<file path="src/rtl/cute_lock_sched_gate.sv">
// rtl/cute_lock_sched_gate.sv - time-scheduled key-gating stage with sticky lockout and mismatch counter
module cute_lock_sched_gate #(
   parameter int                          KEY_WIDTH  = 3,
   parameter int                          NUM_KEYS   = 4,
   parameter int                          DATA_WIDTH = 1,
   parameter logic [NUM_KEYS*KEY_WIDTH-1:0] KEY_TABLE = '0,
   parameter bit                          STICKY     = 1'b0,
   parameter int                          ERR_W      = 8,
   localparam int                         SLOT_W     = ($clog2(NUM_KEYS) < 1) ? 1 : $clog2(NUM_KEYS)
) (
   input  logic                  clock,
   input  logic                  reset_n,
   input  logic [KEY_WIDTH-1:0]  keyinput,
   input  logic                  step_en,
   input  logic [DATA_WIDTH-1:0] true_in,
   input  logic [DATA_WIDTH-1:0] decoy_in,
   output logic [DATA_WIDTH-1:0] locked_out,
   output logic [SLOT_W-1:0]     slot,
   output logic                  key_ok,
   output logic                  lockout,
   output logic [ERR_W-1:0]      err_cnt
);

   localparam logic [SLOT_W-1:0] LAST_SLOT = SLOT_W'(NUM_KEYS - 1);

   logic [SLOT_W-1:0]     r_slot;
   logic [DATA_WIDTH-1:0] r_locked_out;
   logic                  r_key_ok;
   logic                  r_lockout;
   logic [ERR_W-1:0]      r_err_cnt;

   logic [KEY_WIDTH-1:0]  w_exp_key;
   logic                  w_match;
   logic                  w_pass;
   logic                  w_err_sat;

   // Look up the expected key for the current (pre-increment) slot
   always_comb begin
      w_exp_key = '0;
      for (int i = 0; i < NUM_KEYS; i++) begin
         if (r_slot == SLOT_W'(i)) begin
            w_exp_key = KEY_TABLE[i*KEY_WIDTH +: KEY_WIDTH];
         end
      end
   end

   assign w_match   = (keyinput == w_exp_key);
   assign w_pass    = w_match & ~r_lockout;
   assign w_err_sat = &r_err_cnt;

   // Slot counter: advances on step_en and wraps at the last slot for any depth
   always_ff @(posedge clock) begin
      if (!reset_n) begin
         r_slot <= '0;
      end else if (step_en) begin
         r_slot <= (r_slot == LAST_SLOT) ? '0 : r_slot + SLOT_W'(1);
      end
   end

   // Gated data and match flag: true values only on an effective pass
   always_ff @(posedge clock) begin
      if (!reset_n) begin
         r_locked_out <= '0;
         r_key_ok     <= 1'b0;
      end else begin
         r_locked_out <= w_pass ? true_in : decoy_in;
         r_key_ok     <= w_pass;
      end
   end

   // Lockout latches on the first real mismatch when sticky mode is built in
   always_ff @(posedge clock) begin
      if (!reset_n) begin
         r_lockout <= 1'b0;
      end else if (STICKY && !w_match) begin
         r_lockout <= 1'b1;
      end
   end

   // Saturating count of cycles whose key did not match the schedule
   always_ff @(posedge clock) begin
      if (!reset_n) begin
         r_err_cnt <= '0;
      end else if (!w_match && !w_err_sat) begin
         r_err_cnt <= r_err_cnt + ERR_W'(1);
      end
   end

   assign locked_out = r_locked_out;
   assign slot       = r_slot;
   assign key_ok     = r_key_ok;
   assign lockout    = r_lockout;
   assign err_cnt    = r_err_cnt;

endmodule

</file>
<file path="config.mk">
export PLATFORM = sky130hd
export DESIGN_NAME = cute_lock_sched_gate
export DESIGN_NICKNAME = d
export VERILOG_FILES = /design/src/rtl/cute_lock_sched_gate.sv
export SDC_FILE = /design/constraint.sdc
export NUM_CORES = 1
export LEC_CHECK = 0
export ABC_AREA = 1
export CAP_MARGIN = 10
export CORE_MARGIN = 1
export CORE_UTILIZATION = 40
export DETAILED_ROUTE_END_ITERATION = 6
export PLACE_DENSITY = 0.76
export SLEW_MARGIN = 40
export SYNTH_ARGS = -nofsm -noshare
export SYNTH_HDL_FRONTEND = slang
export SYNTH_SLANG_ARGS = --single-unit
</file>
<file path="constraint.sdc">
create_clock -name clock -period 2.7 [get_ports clock]
set_input_delay 0.27 -clock clock [delete_from_list [all_inputs] [get_ports clock]]
set_output_delay 0.27 -clock clock [all_outputs]
set_load 0.01 [all_outputs]
</file>
# Yosys cells after proc, flatten, opt, wreduce, memory -nomap -nowiden
# Index checks and enable logic that the tools add are counted.
dict set report word_totals {
  regBits 12
  in_bits 8
  wordCells 14
}
dict set report classes {
  n_mux 2
  n_addsub 2
  n_reduce_logical 5
  n_eq_ne 1
}
# operator n
set op_table {}
lappend op_table {{8-bit by 1-bit adder with 8-bit output (second input constant)} 1}
lappend op_table {{8-bit AND reduction} 1}
lappend op_table {{3-bit zero test} 1}
lappend op_table {{2-bit by 1-bit adder with 2-bit output (second input constant)} 1}
lappend op_table {{2-bit equality test (second input constant)} 1}
lappend op_table {{1-bit zero test} 2}
lappend op_table {{2-bit two-way mux} 1}
lappend op_table {{1-bit logical AND} 1}
lappend op_table {{1-bit two-way mux} 1}

# Logic depth before layout (Yosys ltp)
# Gate-level depths: netlist (run 1).
dict set report depth {
  word_depth 3
  mapped_depth 9
  mapped_depth_nobuf 8
}

# Worst setup path before layout (run 1)
# No wires, ideal clock.
dict set report synth_timing {
  kind {flip-flop to flip-flop}
  startpoint {register r_err_cnt[0] (netlist: err_cnt[0])}
  endpoint {register r_err_cnt[4] (netlist: err_cnt[4])}
  path_stages_with_launch 10
  setup_ps 116
  arrival_ps 1187
  required_ps 2584
  path_slack_ps 1397
  cell_sequence {dfxtp_1 -> ha_1 -> nand2_2 -> nor2_4 -> nand2_2 -> buf_6 -> nand3_1 -> nand2_1 -> nand2_1 -> nor2_1}
}
dict set report synth_between {
  elab_chain_len 3
  word_cells_on_any_way 4
  classes_between {add/sub: 1; reduce/logical: 3}
}
# item line
set synth_lines {}
lappend synth_lines {{start: declaration} 30} ;# logic [ERR_W-1:0] r_err_cnt;
lappend synth_lines {{start signal: assignment} 85} ;# r_err_cnt <= r_err_cnt + ERR_W'(1);
lappend synth_lines {{parallel branches: the longest is 3 deep, another holds 8-bit by 1-bit adder with 8-bit output} -}
# Parallel ways; which one is timed is not known.
# A chain may end at the register's enable or synchronous reset.

# Worst setup path in the final report (run 1)
dict set report layout_timing {
  startpoint {register r_err_cnt[0] (netlist: err_cnt[0])}
  endpoint {output port err_cnt[0]}
}
# item line
set layout_lines {}
lappend layout_lines {{end: declaration} 21} ;# output logic [ERR_W-1:0] err_cnt
# No word-level cell between the ends.

==> results of run 1 <==
[Yosys cell counts (2+ instances only)]
master / instances / share of area [%]
nand2_2: 3 / 3.0
nand3_1: 7 / 5.7
a21oi_1: 6 / 4.9
nor3_1: 2 / 1.6
nor2_4: 2 / 3.7
dfxtp_1: 12 / 39
nand4_1: 2 / 2.0
ha_1: 2 / 4.1
o21ai_0: 2 / 1.6
nor2_1: 18 / 11
inv_1: 8 / 4.9
buf_4: 2 / 2.4
nand2_1: 18 / 11
[logic make-up after synthesis]
group,synth area share [%]
buffers and inverters,9.74
AO/OA/AOI/OAI,7.51
AND/OR/NAND/NOR,39.1
flip-flops,38.9
adder cells (fa/ha/maj),4.06
other,0.608
[per-layer routing]
| layer | share of wire, % | wire length [microns] | up-vias | global-route usage [%] |
|---|---|---|---|---|
| li1 | - | - | 324 | - |
| met1 | 45 | 594 | 268 | 22.7 |
| met2 | 47 | 624 | 17 | 30.5 |
| met3 | 4.9 | 65 | 4 | 4.89 |
| met4 | 2.4 | 31 | 0 | 12.1 |
| met5 | 0 | 0 | - | 0 |
[sequential cells by signal (all words and copies together), names as in the netlist]
register / flops
err_cnt: 8
locked_out: 1
slot: 2
key_ok: 1
[where the power goes]
group	leakage (nW)	internal [mW]	switching (mW)
Combinational	0.224	0.0309	0.0240
Sequential	0.0981	0.185	0.00809
Clock	0.0138	0.0517	0.0615
[path summary, 6_finish.rpt]
check | slack (ns) | cells after the start | to
worst max-delay path | 1.16 | 1 | err_cnt[0]
worst min register to register | 0.53 | 2 | err_cnt[1]
worst min-delay path | 0.53 | 2 | err_cnt[1]
worst max register to register | 1.24 | 8 | err_cnt[5]
[cell type report]
class	count	area, sq um
timing repair buffer	19	190
fill	134	544
multi-input combinational	65	317
inverter	9	33.8
clock buffer	3	22.5
sequential	12	240
tap	15	18.8
[per-stage QoR]
| stage | area [sq um] | worst slack [ns] |
|---|---|---|
| 4_1_cts | 822 | 1.16 |
| 3_3_place_gp | 800 | 1.12 |
| 5_1_grt | 822 | 1.10 |
| 2_1_floorplan | 617 | 1.40 |
| 6_report | 822 | 1.16 |
| 3_5_place_dp | 800 | 1.03 |
==> metrics.txt, run 1 <==
RSZ-0062 raised after global routing no; Initial Utilization between 40% and 50%; Req. time, crit path roughly 2.4 ns; main flop type after synthesis dfxtp_1; Clock Latency Late Sink around 0.27 ns; Root Driver clkbuf_4; CTS Hold Bufs 0; maximum vdd drop roughly 0.32 mV; Pleak 0.336 nW; CP peak stage delay about 0.57 ns; Crit Path Max Fanout 5; Iter 0 DRT Violations 12; CP Class reg -> out; Post-synth ARST share 0%; port bufs 19; Core Footprint roughly 0.0014 sq mm; via count 613; first-pass detailed-route iteration total 4; DRC viols 0; Num Clock Sinks 12; Synth Net Count 99; Synth cell types 18; final hold viol count 0; final core utilization 60.2%; worst path cell trace clkdlybuf4s50_1; worst hold-check path type reg -> reg; die width 41.3 microns; period utilization 57.1%; status completed; DIE HEIGHT around 41 microns; Hold Path Origin err_cnt[1]; EDFF count, synth 0; Pwr Total ~360 uW; final setup vio count 0; vias in the first global route 508; crit path DAT approximately 1.3 ns; layout cell share with drive strength beyond 1 between 8 and 9%; maximum clock rate 648 MHz; Total GRT Usage a little under a fifth; DIE AREA roughly 0.0017 sq mm; Avg WL per Cell 10.7 microns; ANT cells 0; Hold Slack roughly 0.53 ns; Post-Syn Area per Cell a little under 7 sq um; Syn Inst Count around 90; setup_tns 0 ns; Rows 13; # resized after CTS 0; fin nets 120; IO Count 21; CTS buffer count 3; family with the most delay on the worst path buffers and inverters; sequential cell area fraction in the yosys report 38.9%; routability-driven placement congestion ratio between 0.7 and 0.8; WL final between 1000 and 1500 microns; register bit total from synthesis 12; clock transition at the registers of the reported paths about 0.070 ns; initial antenna violation count 0; CP Capture Type output pin; Area growth, synth to finish 33.3%; remaining antenna violation count 0; Final HPWL DP 919 microns; Setup crit start kind flop; CTS tree built; htree depth 1; vias per cell roughly 5; Yosys warning count 0; fin crit period roughly 1.5 ns; most frequent cells in the layout clkdlybuf4s50_1, nand2_1, nor2_1; largest net degree at the start of global routing 15; max-cap viol count 0; Mapped Area about 620 sq um; Slew Viols, Final 0; PwrDens 439 mW/mm^2; leading cell type in the layout, fill and taps excluded clkdlybuf4s50_1; non-filler cells in the finished layout 123; Placed Instances 120; grt ovf 0; reg2reg start err_cnt[0]; first-pass GRT wire length about 2100 microns; CP Buf/Inv Count 1; Clock Tree Buf Depth 2; Post CTS Setup Buffer Count 0; slowest CP cell clkdlybuf4s50_1; Setup crit start err_cnt[0]; clk_skew between 0.002 and 0.0025 ns
Power figures use the tool's default switching activity.
==> run 2, diff against run 1 <==
CORE_UTILIZATION = 38   (was 40)
PLACE_DENSITY = 0.75   (was 0.76)
clock period = 1.3 ns   (was 2.7 ns; I/O delays follow)
==> run 2 against run 1 <==
Against the previous run: cell area rose by 9.4%; worst hold slack got worse by 0.091 ns; highest routed layer unchanged; worst setup slack got worse by 1.2 ns; combinational power increased by 130%; cell count is 7.3% higher; clock-buffer cell count rose by 1; first-iteration DRC count decreased by 67%.
==> metrics.txt, run 2 (synthesized netlist as in run 1, its figures left out) <==
final setup vio count 0 (unchanged); largest net degree at the start of global routing 12 (-3); Largest register FFs 8 (unchanged); CP peak stage delay 0.34 ns (-0.23 ns); final hold viol count 0 (unchanged); Top Metal Used met4; Crit Path Max Fanout 11 (+6); final instance area 900 sq um (+9.4%); die width 42.3 microns (+2.5%); clock transition at the registers of the reported paths 0.08 ns (about the same); maximum vdd drop 0.653 mV (+100%); DRT met1 WL 661 microns (+11%); clk_skew 0.000909 ns (-0.00124 ns); CTS tree built; CTS buffer count 3 (unchanged); Setup crit start kind flop; CP Capture Type flop; grt ovf 0 (unchanged); max-cap viol count 0 (unchanged); Req. time, crit path 1.51 ns (-0.92 ns); slowest CP cell dfxtp_2; vias in the first global route 556 (+9.4%); DRC viols 0 (unchanged); non-filler cells in the finished layout 132 (+7.3%); Core Footprint 0.00151 sq mm (+10%); crit path DAT 1.51 ns (+0.24 ns); final core utilization 59.7% (-0.45 points); CP Class reg -> reg; PwrDens 919 mW/mm^2 (+110%); Clock Latency Late Sink 0.28 ns (about the same); CP Buf/Inv Count 0 (-1); port bufs 19 (unchanged); ANT cells 0 (unchanged); Final HPWL DP 1010 microns (+9.5%); Slew Viols, Final 0 (unchanged); status completed; worst path cell trace ha_2 > nand2_2 > nor2_4 > nand2_4 > nand4_1 > nand2_1 > nor2_1; initial antenna violation count 0 (unchanged); Rows 14 (+1); Area growth, synth to finish 45.8%; Register-to-Register Path Depth 7 (-1); family with the most delay on the worst path simple AND/OR/NAND/NOR gates; routability-driven placement congestion ratio 0.769 (+5.5%); IO Count 21 (unchanged); WL met2 669 microns (+7.2%); Root Driver clkbuf_4; layout cell share with drive strength beyond 1 21.6% (+13 points); Iter 0 DRT Violations 4 (-8); WL final 1480 microns (+13%); worst hold-check path type in -> reg; Pleak 0.449 nW (+34%); Clock Tree Buf Depth 2 (unchanged); DIE AREA 0.00179 sq mm (+5.0%); Total GRT Usage 17.7% (-1.5 points); first-pass detailed-route iteration total 4 (unchanged); Pwr Total 827 uW (+130%); Placed Instances 127 (+5.8%); first-pass GRT wire length 2360 microns (+14%); Avg WL per Cell 11.2 microns (+4.9%); DIE HEIGHT 42.3 microns (+2.5%); fin nets 127 (+5.8%); Worst path depth 7 (+6); period utilization 99.7%; fin crit period 1.30 ns; maximum clock rate between 700 and 800 MHz; Num Clock Sinks 12 (unchanged); Hold Path Stages 3 (+1); met3 wire len 81 microns (+25%); vias per cell 4.97 (-0.28%); via count 656 (+7.0%); dpl cell area 851 sq um (+6.4%); most frequent cells in the layout nand2_1, nor2_1, dlygate4sd2_1; Initial Utilization 40.9% (-4.2 points); htree depth 1 (unchanged); remaining antenna violation count 0 (unchanged)
[run 2: cell count changes in the layout (fill, tap and decap cells not counted), moves of 6 or more]
| cell | change |
|---|---|
| clkdlybuf4s50_1 | -11 |
| dfxtp_2 | +6 |
| dlygate4sd2_1 | +10 |
| buf_4 | +7 |
| dfxtp_1 | -6 |
[run 2: report_power, final]
| group | internal, mW | total (mW) | switching (mW) |
|---|---|---|---|
| clock network | 0.170 | 0.302 | 0.132 |
| registers | 0.385 | 0.397 | 0.0117 |
| logic | 0.0682 | 0.127 | 0.0592 |
[run 2: path summary, 6_finish.rpt]
check             startpoint         end  slack (ns)
hold / removal      decoy_in  locked_out        0.44
hold reg to reg   err_cnt[3]  err_cnt[3]        0.53
setup reg to reg  err_cnt[1]  err_cnt[2]       0.003
setup / recovery  err_cnt[1]  err_cnt[2]       0.003
[run 2: layer usage]
metal / up-vias / GRT usage, %
li1: 336 / -
met1: 291 / 19.9
met2: 21 / 29.5
met3: 8 / 4.31
met4: 0 / 11.3
met5: - / 0
[run 2: metrics by stage]
| step | hold WS, ns | worst slack, ns | setup TNS [ns] |
|---|---|---|---|
| 6_report | 0.441 | 0.00327 | 0 |
| 5_1_grt | 0.458 | -0.0645 | -0.0997 |
| 4_1_cts | 0.439 | 0.0315 | 0 |
| 3_5_place_dp | 0.546 | -0.0105 | -0.0105 |
| 3_3_place_gp | 0.532 | 0.0189 | 0 |
| 2_1_floorplan | 0.250 | 0.0715 | 0 |
[run 2: cell type report]
class                      instances  area (sq um)
sequential                        12           248
timing repair buffer              26           233
fill                             140           607
tap                               16          20.0
clock buffer                       4          36.3
multi-input combinational         65           329
inverter                           9          33.8
[run 2: what timing repair did]
action / CTS / global route
pin swaps: 0 / 1
hold buffers: 0 / 0
buffers inserted: 0 / 1
gates resized for setup: 14 / 3
endpoints found under the setup margin: 10 / 7
[run 2: worst min-delay path: stages]
cell             delay [ns]
clkdlybuf4s50_1        0.40
nor2_1                 0.10
nor2_1                 0.05
